$ cat src/rtl/aud_trace_fifo.sv
// AUD branch-record capture: synchronise receiver strobes into clk, queue records,
// and serialise each one as a 5-byte packet (header + address MSB first) on a byte stream.
module aud_trace_fifo #(
  parameter int unsigned DEPTH_LOG2  = 4,
  parameter int unsigned SYNC_STAGES = 2
) (
  input  logic                  clk,
  input  logic                  rst,
  input  logic [31:0]           br_addr,
  input  logic                  oe,
  input  logic                  addr_valid,
  input  logic                  buserror,
  input  logic                  enable,
  input  logic                  clr,
  output logic [7:0]            m_data,
  output logic                  m_valid,
  input  logic                  m_ready,
  output logic [DEPTH_LOG2:0]   fifo_level,
  output logic [7:0]            ovf_cnt
);

  localparam int unsigned DEPTH = 1 << DEPTH_LOG2;
  localparam int unsigned REC_W = 34;
  localparam int unsigned LVL_W = DEPTH_LOG2 + 1;

  typedef enum logic [2:0] {S_IDLE, S_HDR, S_B3, S_B2, S_B1, S_B0} state_t;

  logic [SYNC_STAGES-1:0] oe_sync, av_sync, be_sync, vld_sync;
  logic                   oe_q, armed, ovf_pending;
  logic                   oe_s, capture, full, empty, wr_en, drop, pop, hs;
  logic [DEPTH_LOG2-1:0]  wr_ptr, rd_ptr;
  logic [REC_W-1:0]       mem [DEPTH];
  logic [REC_W-1:0]       rd_data;
  logic [31:0]            addr_q;
  state_t                 state;

  // vld_sync marks when the oe chain holds a real post-reset sample, so a
  // receiver already asserting oe at reset release cannot arm the capture.
  always_ff @(posedge clk or posedge rst) begin
    if (rst) begin
      oe_sync  <= '0;
      av_sync  <= '0;
      be_sync  <= '0;
      vld_sync <= '0;
      oe_q     <= 1'b0;
      armed    <= 1'b0;
    end else begin
      oe_sync  <= {oe_sync[SYNC_STAGES-2:0], oe};
      av_sync  <= {av_sync[SYNC_STAGES-2:0], addr_valid};
      be_sync  <= {be_sync[SYNC_STAGES-2:0], buserror};
      vld_sync <= {vld_sync[SYNC_STAGES-2:0], 1'b1};
      oe_q     <= oe_s;
      if (vld_sync[SYNC_STAGES-1] && !oe_s) armed <= 1'b1;
    end
  end

  assign oe_s    = oe_sync[SYNC_STAGES-1];
  assign capture = oe_s && !oe_q && armed && enable && !clr;
  assign full    = (fifo_level == LVL_W'(DEPTH));
  assign empty   = (fifo_level == '0);
  assign wr_en   = capture && !full;
  assign drop    = capture && full;
  assign hs      = m_valid && m_ready;
  assign pop     = !clr && !empty && ((state == S_IDLE) || ((state == S_B0) && hs));
  assign rd_data = mem[rd_ptr];

  // Record storage: {V, E, A}
  always_ff @(posedge clk) begin
    if (wr_en) mem[wr_ptr] <= {av_sync[SYNC_STAGES-1], be_sync[SYNC_STAGES-1], br_addr};
  end

  always_ff @(posedge clk or posedge rst) begin
    if (rst) begin
      wr_ptr      <= '0;
      rd_ptr      <= '0;
      fifo_level  <= '0;
      ovf_cnt     <= '0;
      ovf_pending <= 1'b0;
    end else if (clr) begin
      wr_ptr      <= '0;
      rd_ptr      <= '0;
      fifo_level  <= '0;
      ovf_cnt     <= '0;
      ovf_pending <= 1'b0;
    end else begin
      if (wr_en) wr_ptr <= wr_ptr + DEPTH_LOG2'(1);
      if (pop)   rd_ptr <= rd_ptr + DEPTH_LOG2'(1);
      if (wr_en && !pop)      fifo_level <= fifo_level + LVL_W'(1);
      else if (!wr_en && pop) fifo_level <= fifo_level - LVL_W'(1);
      if (drop && ovf_cnt != 8'hFF) ovf_cnt <= ovf_cnt + 8'd1;
      // A drop on the same edge as a pop keeps the flag for the next header
      if (drop)     ovf_pending <= 1'b1;
      else if (pop) ovf_pending <= 1'b0;
    end
  end

  // Serialiser: each pop loads the header byte directly, then address bytes follow
  always_ff @(posedge clk or posedge rst) begin
    if (rst) begin
      state   <= S_IDLE;
      m_valid <= 1'b0;
      m_data  <= 8'h00;
      addr_q  <= '0;
    end else if (clr) begin
      state   <= S_IDLE;
      m_valid <= 1'b0;
      m_data  <= 8'h00;
    end else begin
      case (state)
        S_IDLE: begin
          if (pop) begin
            state   <= S_HDR;
            m_valid <= 1'b1;
            m_data  <= {4'b1010, ovf_pending, rd_data[32], rd_data[33], 1'b0};
            addr_q  <= rd_data[31:0];
          end
        end
        S_HDR: if (hs) begin state <= S_B3; m_data <= addr_q[31:24]; end
        S_B3:  if (hs) begin state <= S_B2; m_data <= addr_q[23:16]; end
        S_B2:  if (hs) begin state <= S_B1; m_data <= addr_q[15:8];  end
        S_B1:  if (hs) begin state <= S_B0; m_data <= addr_q[7:0];   end
        S_B0: begin
          if (hs) begin
            if (pop) begin
              state   <= S_HDR;
              m_data  <= {4'b1010, ovf_pending, rd_data[32], rd_data[33], 1'b0};
              addr_q  <= rd_data[31:0];
            end else begin
              state   <= S_IDLE;
              m_valid <= 1'b0;
              m_data  <= 8'h00;
            end
          end
        end
        default: begin
          state   <= S_IDLE;
          m_valid <= 1'b0;
          m_data  <= 8'h00;
        end
      endcase
    end
  end

endmodule

$ cat config.mk
export PLATFORM = sky130hd
export DESIGN_NAME = aud_trace_fifo
export DESIGN_NICKNAME = d
export VERILOG_FILES = /design/src/rtl/aud_trace_fifo.sv
export SDC_FILE = /design/constraint.sdc
export NUM_CORES = 1
export LEC_CHECK = 0
export CORE_ASPECT_RATIO = 2
export CORE_MARGIN = 2
export CORE_UTILIZATION = 44
export DETAILED_ROUTE_END_ITERATION = 10
export PLACE_DENSITY_LB_ADDON = 0.2
export SYNTH_ARGS = -nofsm -noshare
export SYNTH_HDL_FRONTEND = slang
export SYNTH_SLANG_ARGS = --single-unit
$ cat constraint.sdc
create_clock -name clk -period 3.9 [get_ports clk]
set_input_delay 0.975 -clock clk [delete_from_list [all_inputs] [get_ports clk]]
set_output_delay 0.975 -clock clk [all_outputs]
set_load 0.005 [all_outputs]
; ---- Yosys cells after proc, flatten, opt, wreduce, memory -nomap -nowiden
; Memory sizes are Yosys's and may differ from the RTL's.
; Cells that the tools add are included.
[totals]
regBits = 76
latchBits = 0
ram_bits = 544
mem_bits_ro = 0
inputBits = 40
out_inout_bits = 22
elab_cells = 112
n_memories = 1
[memory_table]
columns = name, words, word_bits, read_ports, rd_clocked_by_memory_dff, wr, line_no
row1 = mem, 16, 34, 1, 0, 1, 32  ; logic [REC_W-1:0] mem [DEPTH];
[op_classes]
add_sub_neg = 5
n_mul = 0
div_mod_pow = 0
order_cmp = 0
eq_ne = 16
n_shift = 0
muxes = 40
bitwise_logic = 1
reduce_logical = 34
[op_table]
columns = op, n
row1 = $mux 8, 10
row2 = $mux 32, 2
row3 = $pmux 32 s2, 1
row4 = $pmux 8 s6, 1
row5 = $mux 3, 7
row6 = $ne 3x3->1 const B, 7
row7 = $pmux 3 s6, 1
row8 = $mux 4, 4
row9 = $mux 5, 3
row10 = $logic_and 1x1->1, 14
row11 = $mux 1, 10
row12 = $add 4x1->4 const B, 2
row13 = $add 8x1->8 const B, 1
row14 = $ne 8x8->1 const B, 1
row15 = $reduce_bool 2->1, 4
row16 = $logic_not 1->1, 7
row17 = $eq 3x2->1 const B, 2
row18 = $eq 3x3->1 const B, 2
row19 = $reduce_and 6->1, 1
row20 = $reduce_bool 3->1, 2
row21 = $add 5x1->5 const B, 1
row22 = $eq 5x5->1 const B, 1
row23 = $logic_not 5->1, 1
row24 = $sub 5x1->5 const B, 1
row25 = other kinds (10), 10

; ---- Logic depth before layout (Yosys ltp)
; Gate-level depths: netlist of run 1.
[depth]
word_depth = 11
depth_mapped = 12
depth_no_buf = 9

; ---- Worst setup path after synthesis of run 1
; OpenSTA, ideal clock, no wires.
[synth_path]
path_kind = input to register
startpoint = in m_ready
endpoint = reg fifo_level[4]
setup_time_ns = 0.124
arrival_ns = 3.170
path_slack_ns = 0.606
cell_stages = 11
path_buffers = 2
cell_sequence = and4_1 > o221ai_1 > clkbuf_1 > buf_2 > nand2_1 > fa_1 > a21o_1 > a21oi_1 > or3_1 > o2111a_1 > a21oi_1
[synth_between]
elab_chain_cells = 8
[synth_lines]
columns = element, line_no
row1 = from (decl), 17  ; input logic m_ready,
row2 = $logic_and 1x1->1 (*), 63  ; assign hs = m_valid && m_ready;
row3 = $logic_and 1x1->1 (*), 64  ; assign pop = !clr && !empty && ((state == S_IDLE) || ((state == S_B0) && hs));
row4 = $logic_or 1x1->1 (*), 64
row5 = $logic_and 1x1->1 (*), 64
row6 = $logic_not 1->1, 88  ; if (wr_en && !pop) fifo_level <= fifo_level + LVL_W'(1);
row7 = $logic_and 1x1->1, 88
row8 = $mux 5, 88
row9 = $mux 5, 79  ; end else if (clr) begin
row10 = to (signal assigned), 88
row11 = to (signal assigned), 89  ; else if (!wr_en && pop) fifo_level <= fifo_level - LVL_W'(1);
row12 = to (decl), 18  ; output logic [DEPTH_LOG2:0] fifo_level,
; Mark *: on every way between the ends. The rest lies on a longest branch, timed or not.
; A chain may end at the register's enable or synchronous reset.

; ---- Worst setup path in the final report of run 1
[layout_path]
startpoint = in enable
endpoint = reg fifo_level[4]
[layout_between]
elab_chain_cells = 6
[layout_lines]
columns = element, line_no
row1 = from (decl), 13  ; input logic enable,
row2 = $logic_and 1x1->1 (*) (2 in a row), 58  ; assign capture = oe_s && !oe_q && armed && enable && !clr;
row3 = $logic_and 1x1->1 (*), 61  ; assign wr_en = capture && !full;
row4 = $logic_and 1x1->1 or $logic_not 1->1 (tied branches), "88, 89"
row5 = $mux 5 or $logic_and 1x1->1 (tied branches), "88, 89"
row6 = $mux 5 or $reduce_bool 3->1 (tied branches), -
; Marks and branches as above.

==> flow_summary.rst, run 1 <==
.. list-table::
   :header-rows: 1

   * - Metric
     - Value
   * - Outcome
     - completed
   * - Hold/Removal Path Class
     - flip-flop to flip-flop
   * - Post-synthesis average cell area
     - approximately 22 um^2
   * - Slew of the pin with the lowest slew margin
     - between 800 and 900 ps
   * - Area added between synthesis and finish
     - 14.7%
   * - PwrDens
     - 591 nW/um^2
   * - Number of buffers inserted for hold repair after clock tree synthesis
     - 0
   * - Async S/R FF share, synth
     - 0.123
   * - Number of design-rule violations left by the first detailed-router iteration
     - between 800 and 900
   * - Post-synthesis sequential area ratio
     - 0.758
   * - Synthesized flop and latch total
     - between 600 and 700
   * - Share of the synthesized area in the top cell type
     - 0.679
   * - Worst-case vdd ir drop
     - 0.366 mV
   * - Crit path cell chain
     - clkdlybuf4s50_1 -> nand4b_1 -> a211oi_1 -> nand2_1 -> buf_4 -> ha_1 -> a21o_1 -> a21oi_1 -> nor3b_1 -> a21oi_1 -> a21oi_1
   * - Family with the most delay on the worst path
     - compound AO/OA/AOI/OAI gates
   * - Clock buffer depth
     - 3
   * - Final weighted congestion in routability-driven placement
     - roughly 0.81
   * - Max cap viols
     - 0
   * - Global router's overall resource usage
     - 0.194
   * - Number of levels in the clock H-tree
     - 2
   * - Congestion Overflow GR
     - 0
   * - Syn Inst Count
     - approximately 1,100
   * - CTS tree
     - built
   * - Final setup violating endpoints
     - 0
   * - Setup TNS after final layout
     - 0 ps
   * - Final ANT Viol Nets
     - 0
   * - Library cell used as clock root buffer
     - sky130_fd_sc_hd__clkbuf_16
   * - Global-route layer with the greatest usage
     - met2
   * - First-pass GRT wire length
     - ~80,000 um
   * - Share of post-route cells with drive strength above 1
     - 0.275
   * - Met1 capacity usage during global routing
     - 0.234
   * - Setup Fix Bufs, Post-CTS
     - 0
   * - Largest stage delay on the critical path
     - ~450 ps
   * - DRC Markers
     - 0
   * - Slowest cell on crit path
     - sky130_fd_sc_hd__clkdlybuf4s50_1
   * - Final core utilization
     - 0.509
   * - Worst setup slack after placement
     - roughly 310 ps
   * - Critical path class
     - primary input to flip-flop
   * - Top FF cell, synth
     - sky130_fd_sc_hd__edfxtp_1
   * - Port bufs
     - between 60 and 70
   * - Yosys cell types
     - between 40 and 50
   * - Buffers plus inverters on the worst setup path
     - 2
   * - Drt first pass iters
     - 5
   * - Arr. time, crit path
     - about 3500 ps
   * - Post-CTS resize count
     - 0
   * - Met2 track utilization from global routing
     - 0.361
   * - Max transition margin
     - 0.416
   * - HPWL after detailed placement
     - 32,500 um
   * - Total wirelength of the detailed-routed design
     - between 50,000 and 60,000 um
   * - Tmin final
     - between 2000 and 3000 ps
   * - Maximum net fanout on the critical path
     - 4
   * - Overall die width
     - around 170 um
   * - Syn_nets
     - between 1,000 and 1,500
   * - Fin nets
     - around 1,300
   * - Leakage power summed over all cells
     - 8.73 nW
   * - Number of clock sinks seen by CTS
     - 620
   * - Synth Cell Area
     - ~24,000 um^2
   * - Reg power frac
     - 0.484
   * - Setup repair after global routing missed its margin
     - false
   * - Worst clock skew
     - 13.6 ps
   * - Die area
     - roughly 57,000 um^2
   * - Warnings, synthesis
     - 0
   * - Area after detailed placement
     - around 26,000 um^2
   * - Detailed-route wire length per cell
     - ~28 um
   * - Final design instance area without fill
     - between 20,000 and 30,000 um^2
   * - Met3 GRT Util
     - 0.0217
   * - Number of global-route vias before repair
     - approximately 12,000
   * - Clock-pin slew on the worst setup and hold paths
     - 70 ps
   * - Sw Ratio
     - 0.263
   * - Maximum number of pins on one net before global-route repair
     - 48
   * - Switching component of the power
     - approximately 4.3 mW
   * - Critical Path Source Type
     - primary input
   * - Cell repeated most along the worst path
     - sky130_fd_sc_hd__a21oi_1
   * - Maximum clock frequency
     - 0.335 GHz
   * - Cell row count
     - 121
   * - Die boundary height
     - between 300 and 400 um
   * - Synth top area cells
     - sky130_fd_sc_hd__edfxtp_1 (68%), sky130_fd_sc_hd__mux4_2 (16%), sky130_fd_sc_hd__dfrtp_1 (7.9%)
   * - Top-level port count
     - between 60 and 70
   * - Total power of the final layout
     - ~16 mW
   * - Post-synth EDFFs
     - 544
   * - Per-cell via count in the routed design
     - a little under 6
   * - Placed Cells incl. Taps
     - between 1,500 and 2,000
   * - Final worst-path cycle share
     - 0.765
   * - Final standard cell count with taps included and fillers excluded
     - between 1,500 and 2,000
   * - Initial Util
     - 0.444
   * - Required arrival time at the worst endpoint
     - roughly 4400 ps
   * - Antenna violations before repair
     - 1
   * - Fin. max-slew vios
     - 0
   * - Worst hold slack
     - about 350 ps
   * - Cts bufs inserted
     - 53
   * - Cell accounting for the most synthesized area
     - sky130_fd_sc_hd__edfxtp_1
   * - Skew-Pair Late Insertion Delay
     - 590 ps
   * - Combinational fraction of design power
     - 0.210
   * - Via count
     - 11,200
   * - Placeable Area
     - around 54,000 um^2
   * - Setup WS post-layout
     - 917 ps
   * - Crit. End Element
     - flip-flop
   * - Antenna fix cells
     - 0
   * - Number of hold-slack violations in the final timing report
     - 0
   * - Cell-internal power
     - about 12 mW
   * - Clock Power Share
     - 0.306
layout by cell type (no fill, tap or decap), types with 7 or more instances in the layout:
master and count:
sky130_fd_sc_hd__nor3_1 9, sky130_fd_sc_hd__clkbuf_16 53, sky130_fd_sc_hd__a21oi_1 11, sky130_fd_sc_hd__and2_2 12, sky130_fd_sc_hd__buf_4 31, sky130_fd_sc_hd__o21ai_1 13
sky130_fd_sc_hd__clkbuf_1 16, sky130_fd_sc_hd__mux2_2 33, sky130_fd_sc_hd__edfxtp_1 544, sky130_fd_sc_hd__inv_1 9, sky130_fd_sc_hd__mux2i_1 11, sky130_fd_sc_hd__xnor2_1 9
sky130_fd_sc_hd__dfrtp_1 72, sky130_fd_sc_hd__clkdlybuf4s50_1 61, sky130_fd_sc_hd__a211oi_1 7, sky130_fd_sc_hd__nand3_1 15, sky130_fd_sc_hd__nor2_1 25, sky130_fd_sc_hd__nand2_1 26
sky130_fd_sc_hd__ha_1 10, sky130_fd_sc_hd__mux4_2 168, sky130_fd_sc_hd__clkinv_1 15, sky130_fd_sc_hd__buf_12 21
cell type report:
class,instances,area [um^2]
well taps,676,846
clock inverters,28,213
inverters,11,42.5
flip-flops and latches,620,18200
repair buffers,113,1260
fillers,4297,26600
multi-input cells,416,5580
clock buffers,70,1400
layer usage:
metal  part of all wire  wire, um  vias to the layer above
li1                   -         -                     4826
met1               0.38     20100                     6030
met2               0.56     29900                      222
met3              0.032      1680                       78
met4              0.030      1580                        2
met5            0.00021        11                        -
registers in the layout, indices dropped and copies added (netlist names):
register and cells:
oe_sync 2, m_data 8, addr_q 32, vld_sync 2
armed 1, m_valid 1, rd_ptr 4, state 3
ovf_cnt 8, ovf_pending 1, av_sync 2, oe_q 1
be_sync 2, mem 544, wr_ptr 4, fifo_level 5
synthesized netlist by cell type (all sizes together), types with 4 or more instances:
cell type,number
mux2,33
and2,13
nor3,9
nor2,25
inv,10
dfrtp,76
buf,19
xor2,4
nand2,26
nor4,4
xnor2,9
a22oi,4
a21oi,11
mux4,168
a211oi,7
mux2i,11
clkbuf,38
o22ai,4
and3,6
edfxtp,544
o21ai,19
ha,10
nand3,15
power groups by stage:
stage	logic [mW]	registers, mW	clock network, mW
after detailed placement	3.52	8.04	0
after global placement	3.47	8.03	0
final	3.43	7.89	5.00
after global routing	3.69	7.93	5.37
after CTS	3.51	7.90	5.14
after floorplan	2.54	7.75	0
final timing paths:
check / startpoint / to / slack (ps) / depth (start not counted)
min reg2reg: av_sync[0] / av_sync[1] / 350 / 0
min in group asynchronous: rst / be_sync[1] / 840 / 2
min: av_sync[0] / av_sync[1] / 350 / 0
max reg2reg: state[0] / fifo_level[4] / 990 / 10
max in group asynchronous: rst / oe_sync[0] / 2400 / 3
max: enable / fifo_level[4] / 920 / 11
cell families (layout without fill, tap and decap cells):
kind of cell,after synthesis,after routing,share of synthesized area
DFF,620,620,0.758
muxes,212,212,0.177
and+or+nand+nor,113,113,0.0240
buffers and inverters,68,222,0.0116
AOI/OAI and AO/OA,66,66,0.0181
xor gates and xnor gates,13,13,0.00473
adders and majority gates,11,11,0.00603
other,1,1,0.000156
No activity file was read; power rests on OpenSTA's default activity.
==> run 2, diff against run 1 <==
Clock period 3.9 ns to 2.85 ns, I/O delays scaled along.
==> run 2 against run 1 <==
- setup slack got worse by 690 ps
- cell count is 1.4% higher
- clock skew increased by 4.5 ps
- clock-buffer cell count fell by 7
- via count rose by 0.82%
- sequential cell count did not move
- routed wire length is 0.29% lower
- total power grew 41%
- critical path depth down 2
- combinational power rose by 52%
- register-to-register slack got worse by 760 ps
- sequential power rose by 34%
==> flow_summary.rst, run 2 (synthesis gave the netlist of run 1 again) <==
.. list-table::
   :header-rows: 1

   * - Metric
     - Value
   * - Number of hold-slack violations in the final timing report
     - 0
   * - Critical path class
     - flip-flop to flip-flop
   * - Crit path cell chain
     - or4_4 -> o221ai_4 -> nand2_2 -> fa_1 -> a21o_1 -> a21oi_2 -> nor3b_1 -> a21oi_1 -> a21oi_1
   * - Antenna violations before repair
     - 1
   * - Final standard cell count with taps included and fillers excluded
     - 1,962
   * - Detailed-route wire length per cell
     - 27.1 um
   * - Die area
     - between 50,000 and 60,000 um^2
   * - Fin. max-slew vios
     - 0
   * - Maximum number of pins on one net before global-route repair
     - 40
   * - Total wirelength of the detailed-routed design
     - about 53,000 um
   * - Placed Cells incl. Taps
     - about 1,900
   * - Die boundary height
     - ~330 um
   * - Global router's overall resource usage
     - 0.194
   * - Worst-case vdd ir drop
     - roughly 0.44 mV
   * - DRC Markers
     - 0
   * - Filler Cell Count
     - around 4,200
   * - Crit. End Element
     - flip-flop
   * - Most common cell after layout, fill and taps aside
     - sky130_fd_sc_hd__edfxtp_1
   * - Library cell used as clock root buffer
     - sky130_fd_sc_hd__clkbuf_16
   * - Number of clock sinks seen by CTS
     - 620
   * - Overall die width
     - between 150 and 200 um
   * - Total power of the final layout
     - 23.0 mW
   * - Placeable Area
     - about 54,000 um^2
   * - Largest registers
     - mem (544), addr_q (32)
   * - Maximum clock frequency
     - ~0.38 GHz
   * - HPWL after detailed placement
     - 33,500 um
   * - Buffers plus inverters on the worst setup path
     - 0
   * - First-pass GRT wire length
     - roughly 80,000 um
   * - Port bufs
     - 61
   * - Critical Path Source Type
     - flip-flop
   * - CTS tree
     - built
   * - Final weighted congestion in routability-driven placement
     - slightly below 0.8
   * - Cts bufs inserted
     - 52
   * - Number of design-rule violations left by the first detailed-router iteration
     - 843
   * - Leakage power summed over all cells
     - 9.01 nW
   * - Final ANT Viol Nets
     - 0
   * - Worst clock skew
     - 18.1 ps
   * - Cell row count
     - 121
   * - Final design instance area without fill
     - around 28,000 um^2
   * - Setup repair after global routing missed its margin
     - false
   * - PwrDens
     - 816 nW/um^2
   * - Maximum net fanout on the critical path
     - 6
   * - Worst hold slack
     - 356 ps
   * - Congestion Overflow GR
     - 0
   * - Outcome
     - completed
   * - Largest stage delay on the critical path
     - 610 ps
   * - Fin nets
     - 1,299
   * - Slowest cell on crit path
     - sky130_fd_sc_hd__or4_4
   * - Clock-pin slew on the worst setup and hold paths
     - approximately 70 ps
   * - Commonest non-fill, non-tap cells in the layout
     - sky130_fd_sc_hd__edfxtp_1 (544), sky130_fd_sc_hd__mux4_2 (168), sky130_fd_sc_hd__dfrtp_1 (72), sky130_fd_sc_hd__clkdlybuf4s50_1 (61), sky130_fd_sc_hd__clkbuf_16 (53)
   * - Top-level port count
     - 62
   * - Flip-flop count of the largest register, all copies and words added
     - about 540
   * - Final setup violating endpoints
     - 0
   * - Final worst-path cycle share
     - 0.920
   * - Cell repeated most along the worst path
     - sky130_fd_sc_hd__a21oi_1
   * - Drt first pass iters
     - 4
   * - Register with the most flip-flops
     - mem
   * - Family with the most delay on the worst path
     - simple AND/OR/NAND/NOR gates
   * - Number of levels in the clock H-tree
     - 2
   * - Tmin final
     - between 2000 and 3000 ps
   * - Setup WS post-layout
     - approximately 230 ps
   * - Skew-Pair Late Insertion Delay
     - around 600 ps
   * - Arr. time, crit path
     - roughly 3100 ps
   * - Area after detailed placement
     - about 27,000 um^2
   * - Number of global-route vias before repair
     - around 12,000
   * - Area added between synthesis and finish
     - 17.3%
   * - Via count
     - around 11,000
   * - Max transition margin
     - 0.580
   * - Antenna fix cells
     - 0
   * - Initial Util
     - 0.444
   * - Max cap viols
     - 0
   * - Per-cell via count in the routed design
     - between 5 and 6
   * - Hold/Removal Path Class
     - flip-flop to flip-flop
   * - Worst setup slack after placement
     - -311 ps
   * - Slew of the pin with the lowest slew margin
     - around 630 ps
   * - Number of buffers inserted for hold repair after clock tree synthesis
     - 0
   * - Share of post-route cells with drive strength above 1
     - 0.303
   * - Clock buffer depth
     - 3
   * - Required arrival time at the worst endpoint
     - 3350 ps
-- run 2: changes by cell type in the layout (fill, tap and decap cells not counted), sizes merged --
| cell | delta |
|---|---|
| buf | +34 |
| bufinv | +5 |
| inv | +1 |
| clkbuf | -7 |
| clkinv | -8 |
| clkinvlp | +3 |
-- run 2: layout make-up --
class / count / area, um^2 / area share
multi-input cells: 416 / 5590 / 0.198
repair buffers: 147 / 1780 / 0.0632
flip-flops and latches: 620 / 18200 / 0.647
clock buffers: 63 / 1360 / 0.0483
well taps: 676 / 846 / 0.0300
inverters: 11 / 42.5 / 0.00151
clock inverters: 29 / 340 / 0.0121
-- run 2: worst paths after layout --
kind | start | to | slack [ps] | cells past startpoint
hold / removal | vld_sync[0] | vld_sync[1] | 360 | 0
min in group asynchronous | rst | be_sync[0] | 410 | 2
setup reg to reg | fifo_level[2] | fifo_level[4] | 230 | 9
hold reg to reg | vld_sync[0] | vld_sync[1] | 360 | 0
max in group asynchronous | rst | wr_ptr[2] | 1860 | 3
setup / recovery | fifo_level[2] | fifo_level[4] | 230 | 9
-- run 2: metrics by stage --
step | utilization | setup TNS (ps)
final | 0.521 | 0
after global routing | 0.521 | 0
after CTS | 0.520 | 0
after detailed placement | 0.489 | -33610
after global placement | 0.489 | -34110
after floorplan | - | -65.7
-- run 2: layer usage --
metal | vias to the layer above | global-route usage | part of all wire
li1 | 4868 | - | -
met1 | 6025 | 0.222 | 0.36
met2 | 279 | 0.370 | 0.57
met3 | 76 | 0.0249 | 0.038
met4 | 2 | 0.0680 | 0.032
met5 | - | 0 | 0.00024
-- run 2: worst reg2reg max path, stage by stage, from the launching register on --
cell and delay, ps:
sky130_fd_sc_hd__dfrtp_1 380, sky130_fd_sc_hd__or4_4 610, sky130_fd_sc_hd__o221ai_4 220, sky130_fd_sc_hd__nand2_2 120, sky130_fd_sc_hd__fa_1 410, sky130_fd_sc_hd__a21o_1 200, sky130_fd_sc_hd__a21oi_2 210, sky130_fd_sc_hd__nor3b_1 210
sky130_fd_sc_hd__a21oi_1 60, sky130_fd_sc_hd__a21oi_1 150
-- run 2: where the power goes --
group	total, mW	leakage [nW]	internal (mW)	switching, mW
clock network	7.18	0.821	4.05	3.13
registers	10.6	5.83	10.2	0.362
logic	5.23	2.36	2.81	2.42
-- run 2: repair_timing --
action	CTS	global route
gates resized for setup	0	1
endpoints found under the setup margin	0	1
buffers inserted	0	0
==> run 3, diff against run 2 <==
Settings changed: CORE_MARGIN 2 to not set.
==> run 3 against run 2 <==
- clock power is 7.0% higher
- final area is 0.98% higher
- routed wire length is 4.1% higher
- hold slack worse by 3.1 ps
- via count is 1.9% higher
- sequential share of layout area is 0.63 points lower
- critical path type is now primary input to flip-flop
- critical endpoint unchanged
- largest cell class unchanged
==> flow_summary.rst, run 3 (synthesis gave the netlist of run 1 again) <==
.. list-table::
   :header-rows: 1

   * - Metric
     - Value
   * - Fin nets
     - 1,311
   * - Library cell used as clock root buffer
     - sky130_fd_sc_hd__clkbuf_16
   * - Detailed-route wire length per cell
     - between 20 and 30 um
   * - DRC Markers
     - 0
   * - Crit. End Element
     - flip-flop
   * - CTS tree
     - built
   * - Area after detailed placement
     - roughly 27,000 um^2
   * - Max cap viols
     - 0
   * - Depth of the most critical reg-to-reg path
     - 9
   * - Filler Cell Count
     - roughly 4,200
   * - First-pass GRT wire length
     - between 80,000 and 90,000 um
   * - Overall die width
     - 167 um
   * - Required arrival time at the worst endpoint
     - about 3400 ps
   * - Family with the most delay on the worst path
     - compound AO/OA/AOI/OAI gates
   * - Initial Util
     - 0.448
   * - Hold path depth
     - 0
   * - Most common cell after layout, fill and taps aside
     - sky130_fd_sc_hd__edfxtp_1
   * - Clock buffer depth
     - 3
   * - Placeable Area
     - around 54,000 um^2
   * - Area added between synthesis and finish
     - 18.4%
   * - Number of buffers inserted for hold repair after clock tree synthesis
     - 0
   * - Critical Path Source Type
     - primary input
   * - Number of design-rule violations left by the first detailed-router iteration
     - slightly below 1,000
   * - Leakage power summed over all cells
     - 9.15 nW
   * - Port bufs
     - 61
   * - Number of levels in the clock H-tree
     - 2
   * - Worst clock skew
     - ~24 ps
   * - Tmin final
     - between 2000 and 3000 ps
   * - Total wirelength of the detailed-routed design
     - about 55,000 um
   * - Maximum clock frequency
     - 0.384 GHz
   * - Switching component of the power
     - between 6 and 7 mW
   * - Worst-case vdd ir drop
     - 0.453 mV
   * - Setup Fix Bufs, Post-CTS
     - 0
   * - Via count
     - 11,500
   * - Combinational fraction of design power
     - 0.224
   * - Slew of the pin with the lowest slew margin
     - approximately 680 ps
   * - Outcome
     - completed
   * - Share of post-route cells with drive strength above 1
     - 0.316
   * - Area used by sequential logic in the layout
     - roughly 18,000 um^2
   * - Fin. max-slew vios
     - 0
   * - Congestion Overflow GR
     - 0
   * - Critical path class
     - primary input to flip-flop
   * - Global router's overall resource usage
     - 0.207
   * - Max transition margin
     - 0.544
   * - Die area
     - ~56,000 um^2
   * - Per-cell via count in the routed design
     - slightly below 6
   * - Final weighted congestion in routability-driven placement
     - between 0.8 and 0.9
   * - Cell-internal power
     - ~17 mW
   * - Drt first pass iters
     - 5
   * - Final setup violating endpoints
     - 0
   * - Clock-pin slew on the worst setup and hold paths
     - approximately 70 ps
   * - Arr. time, crit path
     - roughly 3200 ps
   * - Clock Power Share
     - 0.325
   * - HPWL after detailed placement
     - around 36,000 um
   * - Worst setup slack for register-to-register paths
     - between 200 and 300 ps
   * - Hold/Removal Path Class
     - flip-flop to flip-flop
   * - Cell row count
     - 120
   * - Largest stage delay on the critical path
     - around 450 ps
   * - Final ANT Viol Nets
     - 0
   * - Flip-flop count of the largest register, all copies and words added
     - about 540
   * - Setup repair after global routing missed its margin
     - false
   * - Register with the most flip-flops
     - mem
   * - Reg power frac
     - 0.450
   * - Final design instance area without fill
     - between 20,000 and 30,000 um^2
   * - Setup WS post-layout
     - about 250 ps
   * - PwrDens
     - between 800 and 900 nW/um^2
   * - Number of global-route vias before repair
     - 12,300
   * - Maximum net fanout on the critical path
     - 4
   * - Sw Ratio
     - 0.263
   * - Buffers plus inverters on the worst setup path
     - 3
   * - Worst setup slack after placement
     - -325 ps
   * - Antenna violations before repair
     - 1
   * - Number of gates on the worst path with buffers counted
     - 12
   * - Skew-Pair Late Insertion Delay
     - roughly 600 ps
   * - Largest registers
     - mem (544), addr_q (32)
   * - Number of clock sinks seen by CTS
     - 620
   * - Maximum number of pins on one net before global-route repair
     - 48
   * - Area of combinational cells with multiple inputs
     - 5590 um^2
   * - Slowest cell on crit path
     - sky130_fd_sc_hd__clkdlybuf4s50_1
   * - Worst hold slack
     - approximately 350 ps
   * - Setup TNS after final layout
     - 0 ps
   * - Cts bufs inserted
     - between 50 and 60
   * - Final worst-path cycle share
     - 0.914
   * - Number of hold-slack violations in the final timing report
     - 0
   * - Post-CTS resize count
     - 0
   * - Top-level port count
     - 62
   * - Crit path cell chain
     - clkdlybuf4s50_1 -> nand4b_1 -> buf_4 -> a211oi_1 -> buf_4 -> nand2_2 -> fa_1 -> a21o_1 -> a21oi_2 -> nor3b_1 -> a21oi_1 -> a21oi_1
   * - Die boundary height
     - 333 um
   * - Commonest non-fill, non-tap cells in the layout
     - sky130_fd_sc_hd__edfxtp_1 (544), sky130_fd_sc_hd__mux4_2 (168), sky130_fd_sc_hd__dfrtp_1 (72), sky130_fd_sc_hd__clkdlybuf4s50_1 (61), sky130_fd_sc_hd__clkbuf_16 (55)
   * - Final core utilization
     - 0.530
run 3: changes by cell type in the layout (fill, tap and decap cells not counted), moves of 2 or more:
cell / change
sky130_fd_sc_hd__buf_12: +4
sky130_fd_sc_hd__clkbuf_16: +2
sky130_fd_sc_hd__clkbuf_8: +2
sky130_fd_sc_hd__clkinv_2: +6
sky130_fd_sc_hd__clkbuf_1: -5
sky130_fd_sc_hd__buf_4: +6
sky130_fd_sc_hd__clkinv_8: +2
run 3: path summary, 6_finish.rpt:
path	start	end
setup / recovery	enable	fifo_level[4]
hold / removal	av_sync[0]	av_sync[1]
setup reg to reg	fifo_level[2]	fifo_level[4]
hold reg to reg	av_sync[0]	av_sync[1]
max in group asynchronous	rst	addr_q[18]
min in group asynchronous	rst	fifo_level[0]
run 3: worst reg2reg max path: stages (launching register included):
cell	delay, ps
sky130_fd_sc_hd__dfrtp_1	380
sky130_fd_sc_hd__or4_4	570
sky130_fd_sc_hd__o221ai_4	220
sky130_fd_sc_hd__nand2_2	120
sky130_fd_sc_hd__fa_1	410
sky130_fd_sc_hd__a21o_1	210
sky130_fd_sc_hd__a21oi_2	200
sky130_fd_sc_hd__nor3b_1	200
sky130_fd_sc_hd__a21oi_1	60
sky130_fd_sc_hd__a21oi_1	170
run 3: area by class of cell:
class / count / share of cell area
antenna: 1 / 0.0000878
inverter: 11 / 0.00149
timing repair buffer: 157 / 0.0669
clock inverter: 40 / 0.0156
multi-input combinational: 416 / 0.196
sequential: 620 / 0.640
tap: 671 / 0.0295
clock buffer: 62 / 0.0499
run 3: stage by stage:
step	instances	total power, mW
floorplan	1104	14.1
global placement	1875	16.2
detailed placement	1875	16.2
CTS	1977	23.9
global route	1977	24.5
finish	1978	23.6
run 3: power groups by stage:
| stage | Clock [mW] | Combinational, mW | Sequential (mW) |
|---|---|---|---|
| after detailed placement | 0 | 5.41 | 10.8 |
| after CTS | 7.82 | 5.42 | 10.6 |
| after floorplan | 0 | 3.50 | 10.6 |
| after global routing | 8.13 | 5.65 | 10.7 |
| after global placement | 0 | 5.38 | 10.8 |
| final | 7.68 | 5.29 | 10.6 |
run 3: metal layers:
layer,up-vias,part of all wire,global-route usage
met4,2,0.025,0.0619
li1,4905,-,-
met5,-,0.00020,0
met2,276,0.57,0.393
met3,74,0.037,0.0239
met1,6203,0.37,0.243
